<file path="config.mk">
export PLATFORM = sky130hd
export DESIGN_NAME = stream_join_buffered_flat
export DESIGN_NICKNAME = d
export VERILOG_FILES = /design/src/rtl/stream_join_buffered_if.sv /design/src/rtl/stream_join_buffered.sv /design/src/flat_wrapper.sv
export SDC_FILE = /design/constraint.sdc
export NUM_CORES = 1
export LEC_CHECK = 0
export CORE_MARGIN = 3
export CORE_UTILIZATION = 50
export DETAILED_ROUTE_END_ITERATION = 12
export HOLD_SLACK_MARGIN = 0.02
export PLACE_DENSITY = 0.81
export SLEW_MARGIN = 10
export SYNTH_ARGS = -nofsm -noshare
export SYNTH_HDL_FRONTEND = slang
export SYNTH_SLANG_ARGS = --single-unit
</file>
<file path="constraint.sdc">
create_clock -name clk -period 3.9 [get_ports clk]
set_clock_uncertainty 0.15 [all_clocks]
set_input_delay 0.78 -clock clk [delete_from_list [all_inputs] [get_ports clk]]
set_output_delay 0.78 -clock clk [all_outputs]
set_load 0.005 [all_outputs]
</file>
<file path="src/rtl/stream_join_buffered_if.sv">
// Valid/ready bundle for the buffered N-way stream join: per-lane input streams plus one joined output.
interface stream_join_buffered_if #(
  parameter int DATA_WIDTH = 32,
  parameter int SIGNALS    = 4
);
  logic [DATA_WIDTH*SIGNALS-1:0] data_in;
  logic [SIGNALS-1:0]            data_in_valid;
  logic [SIGNALS-1:0]            data_in_ready;
  logic [DATA_WIDTH*SIGNALS-1:0] data_out;
  logic                          data_out_valid;
  logic                          data_out_ready;

  modport master (
    output data_in, data_in_valid, data_out_ready,
    input  data_in_ready, data_out, data_out_valid
  );

  modport slave (
    input  data_in, data_in_valid, data_out_ready,
    output data_in_ready, data_out, data_out_valid
  );
endinterface

</file>
<file path="src/rtl/stream_join_buffered.sv">
// Joins one word from each of SIGNALS input streams into a single registered output word.
// Optional transfer counter enabled by defining STREAM_JOIN_COUNT_EN.
module stream_join_buffered #(
  parameter int DATA_WIDTH = 32,
  parameter int SIGNALS    = 4
`ifdef STREAM_JOIN_COUNT_EN
  , parameter int COUNT_WIDTH = 16
`endif
) (
  input logic                       clk,
  input logic                       rst,
  stream_join_buffered_if.slave     bus
`ifdef STREAM_JOIN_COUNT_EN
  , output logic [COUNT_WIDTH-1:0]  o_join_count
`endif
);

  logic [DATA_WIDTH-1:0]         r_hold_data [SIGNALS];
  logic [SIGNALS-1:0]            r_held;
  logic [DATA_WIDTH*SIGNALS-1:0] r_out_data;
  logic                          r_out_valid;

  logic                          w_all_held;
  logic                          w_out_free;
  logic                          w_fire;
  logic [SIGNALS-1:0]            w_in_ready;
  logic [SIGNALS-1:0]            w_accept;
  logic [DATA_WIDTH*SIGNALS-1:0] w_joined;

  assign w_all_held = &r_held;
  assign w_out_free = ~r_out_valid | bus.data_out_ready;
  assign w_fire     = w_all_held & w_out_free;
  // Ready reasserts during fire so a full set of inputs can stream one join per cycle.
  assign w_in_ready = ~r_held | {SIGNALS{w_fire}};
  assign w_accept   = bus.data_in_valid & w_in_ready;

  always_comb begin
    w_joined = '0;
    for (int i = 0; i < SIGNALS; i++) begin
      w_joined[i*DATA_WIDTH +: DATA_WIDTH] = r_hold_data[i];
    end
  end

  always_ff @(posedge clk) begin
    if (rst) begin
      r_held      <= '0;
      r_out_valid <= 1'b0;
      r_out_data  <= '0;
      for (int i = 0; i < SIGNALS; i++) begin
        r_hold_data[i] <= '0;
      end
    end else begin
      for (int i = 0; i < SIGNALS; i++) begin
        if (w_accept[i]) begin
          r_hold_data[i] <= bus.data_in[i*DATA_WIDTH +: DATA_WIDTH];
          r_held[i]      <= 1'b1;
        end else if (w_fire) begin
          r_held[i] <= 1'b0;
        end
      end
      if (w_fire) begin
        r_out_data  <= w_joined;
        r_out_valid <= 1'b1;
      end else if (r_out_valid && bus.data_out_ready) begin
        r_out_valid <= 1'b0;
      end
    end
  end

  assign bus.data_in_ready  = w_in_ready;
  assign bus.data_out       = r_out_data;
  assign bus.data_out_valid = r_out_valid;

`ifdef STREAM_JOIN_COUNT_EN
  logic [COUNT_WIDTH-1:0] r_join_count;

  always_ff @(posedge clk) begin
    if (rst) begin
      r_join_count <= '0;
    end else if (r_out_valid && bus.data_out_ready) begin
      r_join_count <= r_join_count + COUNT_WIDTH'(1);
    end
  end

  assign o_join_count = r_join_count;
`endif

endmodule

</file>
<file path="src/flat_wrapper.sv">
// flat-port wrapper written by rule: the top's interface ports become plain ports
module stream_join_buffered_flat 
#(
  parameter int DATA_WIDTH = 32,
  parameter int SIGNALS    = 4

)
  (clk, rst, bus_data_in, bus_data_in_valid, bus_data_out_ready, bus_data_in_ready, bus_data_out, bus_data_out_valid);
  stream_join_buffered_if #(.DATA_WIDTH(DATA_WIDTH), .SIGNALS(SIGNALS)) bus_i ();
  input logic clk;
  input logic rst;
  input wire logic [$bits(bus_i.data_in)-1:0] bus_data_in;
  input wire logic [$bits(bus_i.data_in_valid)-1:0] bus_data_in_valid;
  input wire logic [$bits(bus_i.data_out_ready)-1:0] bus_data_out_ready;
  output wire logic [$bits(bus_i.data_in_ready)-1:0] bus_data_in_ready;
  output wire logic [$bits(bus_i.data_out)-1:0] bus_data_out;
  output wire logic [$bits(bus_i.data_out_valid)-1:0] bus_data_out_valid;
  assign bus_i.data_in = bus_data_in;
  assign bus_i.data_in_valid = bus_data_in_valid;
  assign bus_i.data_out_ready = bus_data_out_ready;
  assign bus_data_in_ready = bus_i.data_in_ready;
  assign bus_data_out = bus_i.data_out;
  assign bus_data_out_valid = bus_i.data_out_valid;
  stream_join_buffered #(.DATA_WIDTH(DATA_WIDTH), .SIGNALS(SIGNALS)) u_core (.clk(clk), .rst(rst), .bus(bus_i));
endmodule
</file>
==> flow_summary.rst <==
.. list-table::
   :header-rows: 1

   * - Metric
     - Value
   * - Outcome
     - complete, no violations
   * - Total power
     - between 0.006 and 0.007 W
   * - Worst Setup Start Kind
     - input port
   * - Via count of the first global-routing pass
     - about 7,300
   * - Register area share after synthesis
     - 60.08%
   * - R2R Path Start
     - u_core.r_held[3]
   * - Max cap viols
     - 0
   * - Worst vdd ir
     - 394.5 uV
   * - Share of synthesized registers carrying an async set or reset
     - 0%
   * - TritonCTS Buffers
     - 27
   * - DP Wirelength
     - around 16,000 microns
   * - Number of enable flip-flop cells after synthesis
     - 128
   * - Remaining global-route overflow
     - 0
   * - Post-CTS setup buffer count
     - 0
   * - Max Clock Freq
     - 0.2956 GHz
   * - Hold-fix buffers at CTS
     - 0
   * - Per-instance average area after synthesis
     - 12.40 sq um
   * - H-tree levels
     - 1
   * - Arrival time reported for the critical path endpoint
     - 2.45 ns
   * - Combinational cell fraction of total power
     - 7.3%
   * - Seq cells post-synth
     - 261
   * - Synth Cell Area
     - roughly 0.011 sq mm
   * - Detailed-route vias per instance
     - 5.048
   * - Primary flip-flop cell chosen by synthesis mapping
     - sky130_fd_sc_hd__dfxtp_1
   * - Setup CP Type
     - in -> out
   * - Lkg Pwr
     - 5.147 nW
   * - Gp weighted congestion
     - 0.7685
   * - Final setup TNS
     - 0 ns
   * - Std cell rows
     - 53
   * - Post-Place Setup Slack
     - about 0.51 ns
   * - Yosys top cell area share
     - 35.49%
   * - Total global routing track utilization
     - about a fifth
   * - Post-DR wirelength/cell
     - 17.25 microns
   * - PnR worst setup slack
     - 0.5167 ns
   * - Die width
     - 153.2 microns
   * - Number of hold-slack violations in the final timing report
     - 0
   * - I/O Buffers
     - 267
   * - Max-slew headroom
     - 34.16%
   * - Fillers
     - 1,575
   * - Share of total power in the clock network
     - 42.4%
   * - Most frequent cell after synthesis
     - sky130_fd_sc_hd__nand2b_1
   * - Library cell with the largest summed area after synthesis
     - sky130_fd_sc_hd__edfxtp_1
   * - Required arrival time at the worst endpoint
     - 2.97 ns
   * - Uppermost signal routing layer after detailed routing
     - met4
   * - Number of slew-limit violations in the final report
     - 0
   * - First DRT Iteration DRCs
     - 322
   * - Post-route antenna net violation count
     - 0
   * - Type of the most critical hold path
     - reg -> reg
   * - CTS tree
     - yes
   * - Layout Nets
     - 1,251
   * - Synth-to-Final Area Change
     - 35.07%
   * - Worst-path fanout max
     - 3
   * - Hold Startpoint
     - bus_data_out[74]
   * - Net count after synthesis
     - 1,008
   * - Core Box Area
     - about 0.021 sq mm
   * - Switching power as a share of total power
     - 20.71%
   * - Routed length on met2
     - around 12,000 microns
   * - Count of vias placed by the detailed router
     - 7,133
   * - Total of warnings raised by yosys
     - 0
   * - Post-synth top cells
     - 259 x sky130_fd_sc_hd__nand2b_1, 133 x sky130_fd_sc_hd__dfxtp_1, 128 x sky130_fd_sc_hd__edfxtp_1, 128 x sky130_fd_sc_hd__mux2i_1, 64 x sky130_fd_sc_hd__nor3b_1
   * - First-pass GRT wire length
     - about 38,000 microns
   * - Minimum period implied by the final worst setup slack
     - about 3.4 ns
   * - Sequential cell fraction of total power
     - 50.4%
   * - Final wirelength
     - 24,370 microns
   * - Starting Density
     - 51.19%
   * - Vertical die dimension
     - roughly 150 microns
   * - Cell types occupying the most area after synthesis
     - sky130_fd_sc_hd__edfxtp_1 35%, sky130_fd_sc_hd__dfxtp_1 25%, sky130_fd_sc_hd__nand2b_1 15%
   * - Bufs on Longest Clock Path
     - 3
   * - Overall die area
     - 0.02346 sq mm
   * - Clock latency of the later-clocked register in the worst-skew pair
     - around 0.53 ns
   * - Number of sinks on the clock net
     - 261
   * - Total I/O pin count
     - 268
   * - Clock-pin transition on the worst setup and hold timing paths
     - 0.06 ns
   * - Buffer type at the clock tree root
     - sky130_fd_sc_hd__clkbuf_16
   * - Share of the clock period used by the worst path after layout
     - 86.75%
   * - Unrepaired setup endpoints after global routing
     - false
   * - Cell-internal power
     - 0.004776 W
   * - Initial antenna violation count
     - 2
   * - Setup Viol. Count Final
     - 0
   * - Actual slew at the worst max-slew pin
     - 0.9866 ns
   * - Type of destination of the critical path
     - output port
   * - Count of instances resized after the clock tree is built
     - 0
   * - Total length of routed met3 wires
     - 1406 microns
   * - Detailed-router iteration count before antenna repair
     - 4
   * - Drt drc
     - 0
   * - Sum of routed wire segments on met1
     - 10,090 microns
   * - Ratio of cells with drive above 1 in the final layout
     - 6.602%
   * - PD cells
     - 411.8 mW/mm^2
   * - Startpoint of the most critical setup path
     - bus_data_out_ready
   * - Fin cells
     - 1,413
   * - Placed cell count
     - 1,362
   * - Total net switching power
     - 0.001248 W
   * - Largest net degree at the start of global routing
     - 116
   * - Distinct cell type count of the synthesized netlist
     - 26
   * - Instance count of the mapped netlist
     - 873
## sequential cells by signal, summed over array words and instances, names as in the netlist
signal / flops
bus_data_out: 128
u_core.bus.data_out_valid: 1
u_core.r_hold_data: 128
u_core.r_held: 4
## critical path, stage by stage
cell and delay (ns):
sky130_fd_sc_hd__clkdlybuf4s50_1 0.46, sky130_fd_sc_hd__and2b_1 0.26, sky130_fd_sc_hd__o41ai_4 0.37, sky130_fd_sc_hd__clkdlybuf4s50_1 0.58
## cells by family after synthesis
kind of cell    after synthesis  synth area share, %
compound gates               13                1.144
flops                       261                60.08
simple gates                394                23.49
mux                         128                11.83
buf+inv                      77                3.455
## layout make-up
type | instances | area, sq um | area share, %
diodes | 2 | 5.005 | 0.03422
clock inverters | 5 | 56.30 | 0.3849
inverters | 9 | 33.78 | 0.2310
multi-input cells | 535 | 4005 | 27.38
clock buffers | 44 | 839.6 | 5.740
well taps | 275 | 344.1 | 2.352
repair buffers | 282 | 2836 | 19.39
flip-flops and latches | 261 | 6506 | 44.48
## per-stage QoR
stage	util (%)	cell area (sq um)	hold slack (ns)
floorplan	-	10830	0.3150
global placement	64.88	13730	0.3081
detailed placement	64.88	13730	0.3117
CTS	69.12	14620	0.3246
global route	69.14	14630	0.3393
finish	69.14	14630	0.3210
## final timing paths
path | end | cells after the start | slack [ns]
max reg2reg | u_core.r_hold_data[0][19] | 5 | 1.45
min | bus_data_out[74] | 2 | 0.32
min reg2reg | bus_data_out[74] | 2 | 0.32
max | bus_data_in_ready[0] | 4 | 0.52
## metal layers
metal  vias up  global-route usage [%]
li1       3491                       -
met1      3410                   24.89
met2       189                   34.79
met3        43                   4.388
met4         0                   6.619
met5         -                       0
## power by group through the flow
stage | Sequential [W] | Combinational, W | Clock [W]
after floorplan | 0.00308 | 0.000225 | 0
after CTS | 0.00303 | 0.000444 | 0.00260
after detailed placement | 0.00309 | 0.000441 | 0
after global routing | 0.00304 | 0.000477 | 0.00270
final | 0.00303 | 0.000439 | 0.00255
after global placement | 0.00309 | 0.000433 | 0
## cell usage in the layout (no fill, tap or decap), types with 2 or more instances in the layout
cell / synthesis / final
sky130_fd_sc_hd__nand2b_1: 259 / 259
sky130_fd_sc_hd__mux2i_1: 128 / 128
sky130_fd_sc_hd__a21oi_1: 3 / 3
sky130_fd_sc_hd__and3_2: 5 / 5
sky130_fd_sc_hd__o21bai_4: 0 / 2
sky130_fd_sc_hd__nor2_2: 0 / 2
sky130_fd_sc_hd__and3_1: 59 / 59
sky130_fd_sc_hd__a31oi_4: 0 / 2
sky130_fd_sc_hd__buf_12: 0 / 4
sky130_fd_sc_hd__edfxtp_1: 128 / 128
sky130_fd_sc_hd__clkdlybuf4s50_1: 0 / 266
sky130_fd_sc_hd__nor3b_1: 64 / 64
sky130_fd_sc_hd__clkbuf_1: 41 / 7
sky130_fd_sc_hd__diode_2: 0 / 2
sky130_fd_sc_hd__clkbuf_8: 0 / 10
sky130_fd_sc_hd__buf_4: 13 / 11
sky130_fd_sc_hd__clkbuf_16: 0 / 27
sky130_fd_sc_hd__inv_1: 8 / 8
sky130_fd_sc_hd__dfxtp_1: 133 / 133
sky130_fd_sc_hd__o21ba_2: 2 / 2
(Power assumes the default switching activity.)
